==> src/rtl/memwb.sv <==
// memwb: memory/writeback stage; runs the data-memory req/ack access and drives the register-file write port.
module memwb #(
    parameter int RW      = 16,
    parameter int REGNO   = 8,
    parameter int TIMEOUT = 255
) (
    input  logic             i_clk,
    input  logic             i_rst_n,
    input  logic             i_submit,
    output logic             o_ready,
    input  logic [RW-1:0]    i_addr,
    input  logic [RW-1:0]    i_data,
    input  logic [REGNO-1:0] i_reg_ie,
    input  logic             i_mem_access,
    input  logic             i_mem_we,
    input  logic             i_mem_width,
    output logic [REGNO-1:0] o_reg_ie,
    output logic [RW-1:0]    o_reg_data,
    output logic             o_mem_req,
    output logic [RW-1:0]    o_mem_addr,
    output logic [RW-1:0]    o_mem_data,
    output logic             o_mem_we,
    output logic [1:0]       o_mem_sel,
    input  logic             i_mem_ack,
    input  logic [RW-1:0]    i_mem_rdata,
    input  logic             i_mem_fault,
    output logic             o_mem_exception
);
    typedef enum logic [1:0] {IDLE, REQ, WB} state_t;
    localparam int CW = TIMEOUT > 1 ? $clog2(TIMEOUT + 1) : 1;
    // counter holds cycles already spent in REQ, so the last allowed cycle is TIMEOUT-1
    localparam logic [CW-1:0] TLIM = CW'(TIMEOUT > 0 ? TIMEOUT - 1 : 0);
    state_t           state;
    logic [CW-1:0]    cnt;
    logic [REGNO-1:0] mask;
    logic [RW-1:0]    wb_data;
    logic [RW-1:0]    rd_fmt;
    logic             pass;
    logic             timed_out;
    assign pass      = state == IDLE && i_submit && !i_mem_access;
    assign o_ready   = (state == IDLE && !(i_submit && i_mem_access)) || state == WB;
    assign o_reg_ie  = pass ? i_reg_ie : state == WB ? mask : '0;
    assign o_reg_data = pass ? i_data : state == WB ? wb_data : '0;
    assign timed_out = TIMEOUT != 0 && cnt == TLIM;
    assign rd_fmt    = o_mem_sel == 2'b11 ? i_mem_rdata
                     : {{(RW-8){1'b0}}, o_mem_sel[1] ? i_mem_rdata[RW-1 -: 8] : i_mem_rdata[7:0]};
    always_ff @(posedge i_clk or negedge i_rst_n) begin
        if (!i_rst_n) begin
            state           <= IDLE;
            cnt             <= '0;
            mask            <= '0;
            wb_data         <= '0;
            o_mem_req       <= 1'b0;
            o_mem_addr      <= '0;
            o_mem_data      <= '0;
            o_mem_we        <= 1'b0;
            o_mem_sel       <= 2'b00;
            o_mem_exception <= 1'b0;
        end else begin
            o_mem_exception <= 1'b0;
            case (state)
                IDLE: if (i_submit && i_mem_access) begin
                    state      <= REQ;
                    o_mem_req  <= 1'b1;
                    o_mem_addr <= i_addr;
                    o_mem_data <= i_mem_width ? {(RW/8){i_data[7:0]}} : i_data;
                    o_mem_we   <= i_mem_we;
                    o_mem_sel  <= i_mem_width ? (i_addr[0] ? 2'b10 : 2'b01) : 2'b11;
                    mask       <= i_reg_ie;
                    cnt        <= '0;
                end
                REQ: if (i_mem_fault || timed_out) begin
                    state           <= IDLE;
                    o_mem_req       <= 1'b0;
                    o_mem_we        <= 1'b0;
                    o_mem_exception <= 1'b1;
                end else if (i_mem_ack) begin
                    state     <= o_mem_we ? IDLE : WB;
                    o_mem_req <= 1'b0;
                    o_mem_we  <= 1'b0;
                    wb_data   <= rd_fmt;
                end else begin
                    cnt <= cnt + 1'b1;
                end
                default: state <= IDLE;
            endcase
        end
    end
endmodule
==> config.mk <==
export PLATFORM = sky130hd
export DESIGN_NAME = memwb
export DESIGN_NICKNAME = d
export VERILOG_FILES = /design/src/rtl/memwb.sv
export SDC_FILE = /design/constraint.sdc
export NUM_CORES = 1
export LEC_CHECK = 0
export CORE_MARGIN = 4
export CORE_UTILIZATION = 45
export CTS_CLUSTER_SIZE = 12
export DETAILED_ROUTE_END_ITERATION = 8
export PLACE_DENSITY = 0.81
export SLEW_MARGIN = 10
export SYNTH_ARGS = -nofsm -noshare
export SYNTH_HDL_FRONTEND = slang
export SYNTH_SLANG_ARGS = --single-unit
export TNS_END_PERCENT = 1
==> constraint.sdc <==
create_clock -name i_clk -period 4.4 [get_ports i_clk]
set_clock_uncertainty 0.15 [all_clocks]
set_input_delay 0.44 -clock i_clk [delete_from_list [all_inputs] [get_ports i_clk]]
set_output_delay 0.44 -clock i_clk [all_outputs]
set_load 0.02 [all_outputs]
==> PnR_summary.wiki <==
{| class="wikitable"
! Metric !! Value
|-
| NumNets Final || roughly 470
|-
| Post-synth EDFFs || 0
|-
| Final setup slack of the worst path || 1.19 ns
|-
| Hold/Removal Path Class || input pin to async pin
|-
| TritonCTS clock tree || yes
|-
| Crit. End Element || output pin
|-
| Initial Utilization || between 40% and 50%
|-
| Compound-gate portion of the synthesized area || between 10% and 20%
|-
| Sequential cell area fraction in the yosys report || between 50% and 60%
|-
| Reg-to-Reg Start || state[1]
|-
| Share of the core filled with cells || 67.3%
|-
| Initial antenna violation count || 0
|-
| H-tree depth || 3
|-
| Setup repair after global routing missed its margin || no
|-
| Combinational family with the most area after synthesis || multiplexers
|-
| Run status || finished clean
|-
| Final number of hold-violating endpoints || 0
|-
| Cell area after synthesis || between 0.003 and 0.004 mm^2
|-
| Core outline area || ~0.0073 mm^2
|-
| Top-level I/O count || between 100 and 150
|-
| Critical path arrival || ~2.6 ns
|-
| Number of design-rule violations left by the first detailed-router iteration || between 70 and 80
|-
| Largest fanout on the critical path || 24
|-
| Register clock-pin slew on the reported worst setup and hold paths || roughly 0.08 ns
|-
| Worst Hold Margin || 0.0540 ns
|-
| Post-route fraction of the period consumed by the critical path || around 73%
|-
| Worst Setup Path Type || flip-flop to output pin
|-
| Rel. slew slack || about 25%
|-
| Power per cell area || between 400 and 500 mW/mm^2
|-
| Port-buffer cells || 125
|-
| Die Footprint || approximately 0.009 mm^2
|-
| Slew Limit Fails || 0
|-
| Buffers inserted by post-CTS timing repair || 0
|-
| R2r endpoint || mask[2]
|-
| Fmax || between 300 and 400 MHz
|-
| X dimension of the die || ~95 um
|-
| Synth Area in XOR/XNOR || less than 1%
|-
| Adder and majority cell fraction of the synthesized area || 0.741%
|-
| Leakage power total || 0.00215 uW
|-
| Number of placement rows || 31
|-
| Setup total negative slack || 0 ns
|-
| Clock insertion delay at the later pin of the skew report || about 0.34 ns
|-
| Number of diodes added for antenna fixing || 0
|-
| Max-cap violation count || 0
|-
| DR vias/cell || approximately 5.3
|-
| Total routing resource utilization after global routing || between 20% and 30%
|-
| Mux contribution to synthesized area || between 10% and 20%
|-
| Die boundary height || approximately 95 um
|-
| Routed wire length || 8760 um
|-
| Total DRC errors in the routed layout || 0
|-
| Clk sink count || 71
|-
| Reg-to-reg slack, setup || between 1.5 and 2 ns
|-
| CTS-repair resized insts || 0
|-
| Routability congestion estimate || about 0.8
|-
| Number of instances in the synthesized netlist || 281
|-
| Total gr overflow || 0
|-
| Hold buffer count at CTS || 0
|-
| Number of failing setup endpoints in the final timing report || 0
|-
| CTS buffer count || 9
|-
| Post-Place Worst Slack || 1.47 ns
|-
| Worst path required time || ~3.8 ns
|-
| Number of distinct library cells after synthesis || 37
|-
| Detail Placement HPWL || 6250 um
|-
| Via count || ~2700
|-
| Most frequent cells in the layout || 124 x sky130_fd_sc_hd__clkdlybuf4s50_1, 71 x sky130_fd_sc_hd__dfrtp_1, 29 x sky130_fd_sc_hd__mux2_4
|-
| WL/cell || between 15 and 20 um
|-
| Worst slew pin tran || between 1 and 1.5 ns
|-
| Leading cell type in the layout, fill and taps excluded || sky130_fd_sc_hd__clkdlybuf4s50_1
|-
| Depth of the worst register-to-register path || 4
|-
| Length of the first detailed-routing pass in iterations || 4
|-
| Max clock buf depth || 2
|-
| Maximum number of pins on one net before global-route repair || between 70 and 80
|-
| Sort of element at the start of the critical path || flip-flop
|-
| Post-layout min period || approximately 3.2 ns
|-
| Library cell used as clock root buffer || sky130_fd_sc_hd__clkbuf_8
|-
| Peak supply drop || 198 uV
|-
| Yosys warns || 0
|-
| Via count of the first global-routing pass || about 2800
|-
| Number of synthesized register bits || 71
|-
| Share of post-route cells with drive strength above 1 || about 14%
|-
| First-pass GRT wire length || roughly 14000 um
|-
| Share of async-settable or async-resettable flops after synthesis || 100%
|-
| Per-instance average area after synthesis || between 10 and 15 um^2
|-
| Simple-gate share of the synthesized area || 8.37%
|-
| Area Overhead vs Synth || 45.4%
|-
| Routed Antenna Nets || 0
|-
| Dominant synthesized flop cell || sky130_fd_sc_hd__dfrtp_1
|-
| Post-synthesis net count || about 350
|}
[stage by stage]
stage               total power [uW]  area [um^2]  std cells
finish                          2060         4910        505
global route                    2170         4910        505
CTS                             2080         4910        505
detailed placement              1490         4690        489
global placement                1470         4690        489
floorplan                       1190         3380        281
[state kept, by name, summed over array words and instances (netlist names)]
| signal | flops |
|---|---|
| o_mem_addr | 16 |
| o_mem_data | 16 |
| wb_data | 16 |
| cnt | 8 |
| mask | 8 |
| o_mem_sel | 2 |
| state | 2 |
| o_mem_exception | 1 |
| o_mem_req | 1 |
| o_mem_we | 1 |
[power by group]
group | total, uW | internal (uW) | switching, uW
clock network | 586 | 350 | 236
logic | 610 | 333 | 277
registers | 867 | 785 | 82.3
[cell type report]
| class | instances | area, um^2 |
|---|---|---|
| Clock buffer | 13 | 159 |
| Multi-Input combinational cell | 186 | 1480 |
| Inverter | 5 | 18.8 |
| Sequential cell | 71 | 1780 |
| Tap cell | 99 | 124 |
| Fill cell | 585 | 2380 |
| Clock inverter | 3 | 65.1 |
| Timing Repair Buffer | 128 | 1280 |
[critical path, stage by stage (launching register included)]
cell and delay, ns:
sky130_fd_sc_hd__dfrtp_1 0.45, sky130_fd_sc_hd__nor2b_2 0.93, sky130_fd_sc_hd__a22o_1 0.28, sky130_fd_sc_hd__clkdlybuf4s50_1 0.61
[kinds of logic after synthesis]
kind of cell             Yosys count
flip-flops                        71
AO/OA/AOI/OAI                     73
AND/OR/NAND/NOR                   61
adder cells (fa/ha/maj)            2
buffers and inverters             24
XOR/XNOR                           1
multiplexers                      49
[cell usage after synthesis (2+ instances only)]
master                     count  share of area [%]
sky130_fd_sc_hd__mux2i_1      17                5.0
sky130_fd_sc_hd__a31oi_1       2               0.37
sky130_fd_sc_hd__nor2_1       19                2.1
sky130_fd_sc_hd__inv_1         5               0.56
sky130_fd_sc_hd__ha_1          2               0.74
sky130_fd_sc_hd__nand2_1      26                2.9
sky130_fd_sc_hd__and2_1        2               0.37
sky130_fd_sc_hd__buf_2         7                1.0
sky130_fd_sc_hd__a31oi_2       2               0.74
sky130_fd_sc_hd__a22o_1       25                6.5
sky130_fd_sc_hd__buf_6         4                1.3
sky130_fd_sc_hd__mux2_2        3                1.0
sky130_fd_sc_hd__mux2_4       29                 13
sky130_fd_sc_hd__a21oi_1      14                2.1
sky130_fd_sc_hd__o21ai_0      18                2.7
sky130_fd_sc_hd__o21ai_1       4               0.59
sky130_fd_sc_hd__buf_1         3               0.33
sky130_fd_sc_hd__nand2b_1      3               0.56
sky130_fd_sc_hd__dfrtp_1      71                 53
sky130_fd_sc_hd__nor2b_1       2               0.37
sky130_fd_sc_hd__nand3_1       4               0.59
sky130_fd_sc_hd__clkbuf_1      4               0.44
[routing by layer]
layer,global-route usage [%],part of all wire [%]
met1,25.8,43
met2,32.1,47
met3,5.82,7.8
met4,9.38,1.4
met5,0,0
[worst max-delay path by stage]
stage / from / endpoint / slack [ns] / cells after the start
detailed placement: i_mem_access / mask[2] / 1.47 / 5
global route: state[1] / o_reg_data[10] / 1.02 / 3
CTS: state[1] / o_reg_data[10] / 1.14 / 3
floorplan: state[0] / o_reg_data[0] / 2.47 / 3
finish: state[1] / o_reg_data[10] / 1.19 / 3
global placement: i_mem_access / o_reg_data[10] / 1.53 / 5
Power figures use the tool's default switching activity.
